==> src/rtl/pipe_hazard_ctrl.sv <==
// Pipeline hazard controller: per-stage stall/bubble/flush generation, multi-cycle
// fetch flush drain, saturating stall/flush performance counters and a hang watchdog.
module pipe_hazard_ctrl #(
    parameter int NUM_STAGES  = 5,
    parameter int FLUSH_EXTRA = 2,
    parameter int CNT_W       = 32,
    parameter int WDOG_LIMIT  = 1024,
    parameter int SIDX_W      = 3
) (
    input  logic                  clk,
    input  logic                  rst,
    input  logic                  rdy,
    input  logic [NUM_STAGES-1:0] stall_req,
    input  logic                  flush_req,
    input  logic [SIDX_W-1:0]     flush_stage,
    output logic [NUM_STAGES-1:0] stall,
    output logic [NUM_STAGES-1:0] bubble,
    output logic [NUM_STAGES-1:0] flush,
    output logic                  flush_ack,
    output logic [CNT_W-1:0]      stall_cycles,
    output logic [CNT_W-1:0]      flush_count,
    output logic                  hang
);

    localparam int DR_W = (FLUSH_EXTRA > 0) ? $clog2(FLUSH_EXTRA + 1) : 1;
    localparam int WD_W = (WDOG_LIMIT > 0) ? $clog2(WDOG_LIMIT + 1) : 1;
    localparam logic [WD_W-1:0] WD_LIM  = WD_W'(WDOG_LIMIT);
    localparam logic [DR_W-1:0] DR_LOAD = DR_W'(FLUSH_EXTRA);

    typedef enum logic {S_RUN, S_FLUSH} state_t;

    state_t                  state_q, state_d;
    logic [DR_W-1:0]         drain_q, drain_d;
    logic [WD_W-1:0]         wdog_q, wdog_d;
    logic [CNT_W-1:0]        stall_cnt_q, stall_cnt_d;
    logic [CNT_W-1:0]        flush_cnt_q, flush_cnt_d;
    logic                    hang_q, hang_d;

    logic [NUM_STAGES-1:0]   ge_mask;
    logic [NUM_STAGES-1:0]   eff_req;
    logic [NUM_STAGES-1:0]   hold;
    logic                    hold_acc;
    logic                    accept;
    logic                    stall_any;

    always_comb begin
        ge_mask = '0;
        for (int unsigned i = 0; i < NUM_STAGES; i++) begin
            ge_mask[i] = (SIDX_W'(i) >= flush_stage);
        end
    end

    assign stall_any = |stall_req;
    assign accept    = !rst && rdy && flush_req && !(|(stall_req & ge_mask));
    // Requests from stages being squashed do not hold anything back on an accept.
    assign eff_req   = accept ? (stall_req & ge_mask) : stall_req;

    // hold[j] = any effective request at stage j or above (stages 0..k stall).
    always_comb begin
        hold_acc = 1'b0;
        hold     = '0;
        for (int unsigned n = 0; n < NUM_STAGES; n++) begin
            hold_acc                  = hold_acc | eff_req[NUM_STAGES-1-n];
            hold[NUM_STAGES-1-n]      = hold_acc;
        end
    end

    always_comb begin
        stall     = '0;
        bubble    = '0;
        flush     = '0;
        flush_ack = 1'b0;
        if (!rst) begin
            if (!rdy) begin
                stall = '1;
            end else begin
                stall     = hold;
                bubble    = (hold << 1) & ~hold;
                flush_ack = accept;
                if (accept) begin
                    flush = ~ge_mask;
                end
                if (state_q == S_FLUSH) begin
                    flush[0] = 1'b1;
                end
            end
        end
    end

    always_comb begin
        state_d = state_q;
        drain_d = drain_q;
        if (rdy) begin
            if (accept && (FLUSH_EXTRA > 0)) begin
                state_d = S_FLUSH;
                drain_d = DR_LOAD;
            end else if (state_q == S_FLUSH) begin
                if (drain_q <= DR_W'(1)) begin
                    state_d = S_RUN;
                    drain_d = '0;
                end else begin
                    drain_d = drain_q - DR_W'(1);
                end
            end
        end
    end

    always_comb begin
        stall_cnt_d = stall_cnt_q;
        flush_cnt_d = flush_cnt_q;
        wdog_d      = wdog_q;
        hang_d      = hang_q;
        if (rdy) begin
            if (stall_any && (stall_cnt_q != '1)) begin
                stall_cnt_d = stall_cnt_q + CNT_W'(1);
            end
            if (accept && (flush_cnt_q != '1)) begin
                flush_cnt_d = flush_cnt_q + CNT_W'(1);
            end
            if (!stall_any) begin
                wdog_d = '0;
            end else if (wdog_q != WD_LIM) begin
                wdog_d = wdog_q + WD_W'(1);
            end
            if ((WDOG_LIMIT > 0) && (wdog_d == WD_LIM)) begin
                hang_d = 1'b1;
            end
        end
    end

    always_ff @(posedge clk) begin
        if (rst) begin
            state_q     <= S_RUN;
            drain_q     <= '0;
            wdog_q      <= '0;
            stall_cnt_q <= '0;
            flush_cnt_q <= '0;
            hang_q      <= 1'b0;
        end else begin
            state_q     <= state_d;
            drain_q     <= drain_d;
            wdog_q      <= wdog_d;
            stall_cnt_q <= stall_cnt_d;
            flush_cnt_q <= flush_cnt_d;
            hang_q      <= hang_d;
        end
    end

    assign stall_cycles = stall_cnt_q;
    assign flush_count  = flush_cnt_q;
    assign hang         = hang_q;

endmodule

==> config.mk <==
export PLATFORM = sky130hd
export DESIGN_NAME = pipe_hazard_ctrl
export DESIGN_NICKNAME = d
export VERILOG_FILES = /design/src/rtl/pipe_hazard_ctrl.sv
export SDC_FILE = /design/constraint.sdc
export NUM_CORES = 1
export LEC_CHECK = 0
export CAP_MARGIN = 10
export CORE_MARGIN = 8
export CORE_UTILIZATION = 51
export CTS_CLUSTER_DIAMETER = 80
export CTS_CLUSTER_SIZE = 14
export DETAILED_ROUTE_END_ITERATION = 12
export GPL_TIMING_DRIVEN = 1
export HOLD_SLACK_MARGIN = 0.06
export PLACE_DENSITY = 0.8
export SLEW_MARGIN = 30
export SYNTH_ARGS = -nofsm -noshare
export SYNTH_HDL_FRONTEND = slang
export SYNTH_SLANG_ARGS = --single-unit
==> constraint.sdc <==
create_clock -name clk -period 2.7 [get_ports clk]
set_clock_uncertainty 0.1 [all_clocks]
set_input_delay 0.405 -clock clk [delete_from_list [all_inputs] [get_ports clk]]
set_output_delay 0.405 -clock clk [all_outputs]
set_load 0.005 [all_outputs]
Word-level counts from Yosys, hierarchy flattened
Cells that the tools add are included.

Bits in registers: 79. Bits of input ports: 12. Logic and storage cells: 62.

$add $sub $neg: 4. $lt $le $gt $ge: 6. Eq/ne operators: 4. Muxes and demuxes: 20. Bitwise gates (word level): 8. Reductions and logical operators: 14.

Operator list (count): 32-bit by 1-bit adder with 32-bit output (second input constant) (2); 32-bit != test (second input constant) (2); 5-bit 2-to-1 mux (8); 11-bit 2-to-1 mux (3); 11-bit by 1-bit adder with 11-bit output (second input constant) (1); 11-bit == test (second input constant) (1); 11-bit != test (second input constant) (1); 5-bit AND (2); 5-bit inverter (2); 5-bit OR reduction (2); 2-bit AND reduction (4); 1-bit by 3-bit greater-or-equal comparator with 1-bit output (first input constant) (2); 2-bit by 3-bit greater-or-equal comparator with 1-bit output (first input constant) (2); 1-bit 2-to-1 mux (6); 2-bit 2-to-1 mux (3); 1-bit logical AND (5); 1-bit bitwise OR (4); 3-bit greater-or-equal comparator (first input constant) (1); 2-bit by 1-bit <= comparator with 1-bit output (second input constant) (1); 1-bit zero test (2); 2-bit nonzero test (1); 2-bit by 1-bit subtractor with 2-bit output (second input constant) (1).

Depth between registers and ports, before layout
Depth in word-level cells: 14. Depth in mapped cells: 11. Mapped depth without buffers: 8.

Least setup slack after synthesis
No wires, ideal clock.

Kind: input port to flip-flop. Start: input rst. End: register flush_cnt_q[30] (netlist: flush_count[30]). Arrival: 1.997 ns. Required time: 2.468 ns. Path slack: 0.472 ns. Stages: 11. Buffers on the path: 4. Cells stage by stage: buf_6 and2b_1 inv_1 or4_1 buf_2 inv_1 buf_4 buf_6 nand3_1 nor3b_1 nor3_1.

Word-level cells in the longest chain between the ends: 6.

RTL lines: from (decl) (RTL line 11) `input logic rst,`; 1-bit zero test; 1-bit logical AND (3 in a row) (RTL line 54) `assign accept = !rst && rdy && flush_req && !(|(stall_req & ge_mask));`; 1-bit logical AND (RTL line 117) `if (accept && (flush_cnt_q != '1)) begin`; 2-bit AND reduction (no source line); to (signal assigned) (RTL line 144) `flush_cnt_q <= flush_cnt_d;`; to (decl) (RTL line 36) `logic [CNT_W-1:0] flush_cnt_q, flush_cnt_d;`.

Several ways; a longest one is shown, not always the timed one. A chain may end at the register's enable or synchronous reset.

Worst setup path after layout
Start: input flush_req. End: output stall[0].

Word-level cells in the longest chain between the ends: 9.

RTL lines: from (decl) (RTL line 14) `input logic flush_req,`; 1-bit logical AND * (2 in a row) (RTL line 54); 5-bit 2-to-1 mux * (RTL line 56) `assign eff_req = accept ? (stall_req & ge_mask) : stall_req;`; 1-bit bitwise OR (3 in a row) (RTL line 63) `hold_acc = hold_acc | eff_req[NUM_STAGES-1-n];`; 1-bit bitwise OR * (RTL line 63); 5-bit 2-to-1 mux * (RTL line 74) `if (!rdy) begin`; 5-bit 2-to-1 mux * (RTL line 73) `if (!rst) begin`; to (decl) (RTL line 16) `output logic [NUM_STAGES-1:0] stall,`.

Mark *: on every way between the ends. The rest lies on a longest branch, timed or not.

==> results_dict.tcl <==
set metrics [dict create \
    drive_gt1_share_pct 13.1 \
    pre_cts_slack_ns -0.346 \
    die_w_um 107 \
    grt_pass1_vias 4275 \
    comb_power_share_pct 8.8 \
    initial_core_util_pct 52.1 \
    fin_crit_ns 2.61 \
    layout_commonest_cell "nor2_1" \
    crit_family "buffers and inverters" \
    clkSinkCount 79 \
    die_area_um2 11500 \
    hold_buffers 0 \
    ys_ff_latch 79 \
    vias 4463 \
    register_area_um2 1580 \
    path_cells "clkdlybuf4s50_1, inv_1, or3_4, a21oi_4, buf_6, o21a_1, buf_4, a21oi_1, buf_2" \
    hold_viol_final 0 \
    cts_tree "built" \
    port_buffers 91 \
    cts_buffers 9 \
    grtUsageTotal_pct 21.8 \
    avgRoutedWirePerCell_um 16.1 \
    synth_ff_type "dfxtp_1" \
    cts_root_buf "clkbuf_8" \
    setup_slack_ns 0.0896 \
    critPathBufInv 5 \
    ys_warn_count 0 \
    worst_pin_slew_ns 0.845 \
    path_clk_slew_ns 0.07 \
    relSlewSlack_pct 43.6 \
    total_power_uw 2260 \
    cp.required_ns 2.19 \
    finalCritPeriodShare_pct 96.7 \
    cellLeakagePower_uw 0.00214 \
    finalSetupViolCount 0 \
    reg2reg_to "stall_cycles[13]" \
    place_hpwl_mm 8.98 \
    multi_input_area_um2 2550 \
    async_flop_share_pct 0 \
    rr_worst_depth 8 \
    yosysUniqueCellTypes 49 \
    power.net_switching_uw 566 \
    via_per_inst 5.72 \
    fin_util_pct 71.2 \
    grt_pass1_wl_mm 20.8 \
    power_density_nw_per_um2 391 \
    switching_share_pct 25.0 \
    synth.avg_cell_area_um2 7.79 \
    die_y_um 107 \
    syn-num-nets 560 \
    cap_violations 0 \
    critical_path.slowest_cell "clkdlybuf4s50_1" \
    rsz0062_at_grt "no" \
    regToRegStartpoint "stall_cycles[0]" \
    whs_ns 0.395 \
    drt-initial-drc-count 219 \
    overflow 0 \
    status "finished clean" \
    routabilityCongestion 0.908 \
    synth_edf_count 0 \
    clockBufferDepth 2 \
    final_cell_mix "90 x nor2_1, 79 x dfxtp_1, 70 x clkdlybuf4s50_1" \
    holdPathStages 2 \
    startpoint "flush_req" \
    critPathMaxStageDelay_ns 0.50 \
    std_cell_rows 33 \
    hold_class "flip-flop to flip-flop" \
    post-route-drc-count 0 \
    first_pass_iters 4 \
    seqPwrFrac_pct 52.2 \
    synthCells 544 \
    drt.antenna.violating_nets 0 \
    clkPwrFrac_pct 39.0 \
    nets 685 \
    maxSlewViolCount 0 \
    grt_max_degree 83 \
    worstHoldStart "hang" \
    routed_wl_mm 12.5 \
    critPathMaxFanout 4 \
    worstSkewPairLatency_ns 0.36 \
    synthesis.area_um2 4240 \
    core_area_um2 8130 \
    critical_path.startpoint_type "input pin" \
    crit_type "input pin to output port" \
    ys_seq_area_share_pct 37.3 \
    antenna_found_initial 0 \
    endpoint_kind "output port" \
    crit_arrival_ns 2.11 \
    ir_drop_v 0.000261 \
    area_delta_synth_final_pct 36.6 \
    htreeDepth 3 \
    rrSetupSlack_ns 0.28 \
    internal_power_uw 1700 \
    nFillCells 649 \
    hold_end "hang" \
    fmax_ghz 0.383 \
    io_pins 93 \
]
-- per-stage QoR --
| step | TNS, ns | std cells | instance area [µm²] |
|---|---|---|---|
| 6_report | 0 | 780 | 5790 |
| 5_1_grt | 0 | 779 | 5790 |
| 2_1_floorplan | 0 | 544 | 4240 |
| 4_1_cts | -0.0569 | 777 | 5730 |
| 3_3_place_gp | -4.18 | 759 | 5490 |
| 3_5_place_dp | -4.86 | 759 | 5490 |
-- layer usage --
layer	wire [µm]	vias up	GRT usage (%)	share of wire [%]
li1	-	2185	-	-
met2	6070	141	35.8	48
met4	218	0	8.54	1.7
met5	0	-	0	0
met3	678	25	3.90	5.4
met1	5580	2112	27.6	44
-- synthesized netlist by cell type, drive strengths merged (2+ instances only) --
cell type | number | area share (%)
a311oi | 2 | 0.41
or3b | 2 | 0.41
a21oi | 22 | 2.6
nand3 | 37 | 4.4
ha | 4 | 1.2
or4 | 3 | 0.53
and4 | 9 | 1.9
buf | 9 | 1.4
o211ai | 2 | 0.35
clkbuf | 18 | 1.6
nand4 | 33 | 4.9
nand2b | 3 | 0.44
nor2b | 4 | 0.59
dfxtp | 79 | 37
nor3b | 3 | 0.53
o2111ai | 4 | 0.83
nor4b | 2 | 0.41
and2 | 4 | 0.59
xor2 | 38 | 7.9
o21ai | 22 | 2.6
nor2 | 91 | 8.1
a31oi | 6 | 0.89
nand3b | 5 | 0.89
nor3 | 26 | 3.1
xnor2 | 20 | 4.1
or3 | 10 | 1.5
nand2 | 32 | 2.8
o21a | 2 | 0.35
and3 | 11 | 1.6
inv | 17 | 1.5
nor4 | 8 | 1.5
a22oi | 3 | 0.53
or2 | 2 | 0.30
-- area by class of cell --
cell class,count,area share (%)
Inverter,17,1.10
Antenna cell,1,0.0432
Clock inverter,4,0.951
Timing Repair Buffer,141,22.0
Sequential cell,79,27.3
Multi-Input combinational cell,421,44.0
Clock buffer,12,2.33
Tap cell,105,2.27
-- state kept, by name, indices dropped and copies added (netlist names) --
register      count
flush_count      32
hang              1
drain_q           2
state_q           1
stall_cycles     32
wdog_q           11
-- how the worst max path moves through the flow --
stage                                  to  slack [ns]  depth (start not counted)
final                            stall[0]        0.09                          9
after global routing      stall_cycles[5]        0.02                          8
after CTS                       bubble[2]       -0.04                          9
after detailed placement        bubble[2]       -0.35                          9
after global placement          bubble[4]       -0.35                          8
after floorplan           flush_count[30]        0.47                         11
-- what timing repair did --
action | CTS | global route
hold endpoints to repair | 0 | 0
setup endpoints to repair | 12 | 10
gates cloned | 0 | 0
resized for setup | 34 | 20
buffers inserted | 2 | 2
pin swaps | 3 | 3
-- worst min-delay path: cells and delay by family (launching register included) --
family / cells / cell delay [ns]
AOI/OAI and AO/OA: 1 / 0.07
buffers and inverters: 1 / 0.05
DFF: 1 / 0.32
-- power by group through the flow --
stage	clock, µW	sequential [µW]	combinational, µW
global route	941	1180	216
global placement	0	1210	181
CTS	892	1180	191
detailed placement	0	1210	185
finish	884	1180	199
floorplan	0	1210	82.9
-- cells by family after synthesis --
logic type / Yosys count / share of synthesized area (%)
XOR/XNOR: 58 / 12.0
flip-flops: 79 / 37.3
adder cells (fa/ha/maj): 4 / 1.18
other: 1 / 0.0885
AO/OA/AOI/OAI: 70 / 9.95
buffers and inverters: 44 / 4.55
multiplexers: 1 / 0.236
AND/OR/NAND/NOR: 287 / 34.7
No activity file was read; power rests on OpenSTA's default activity.
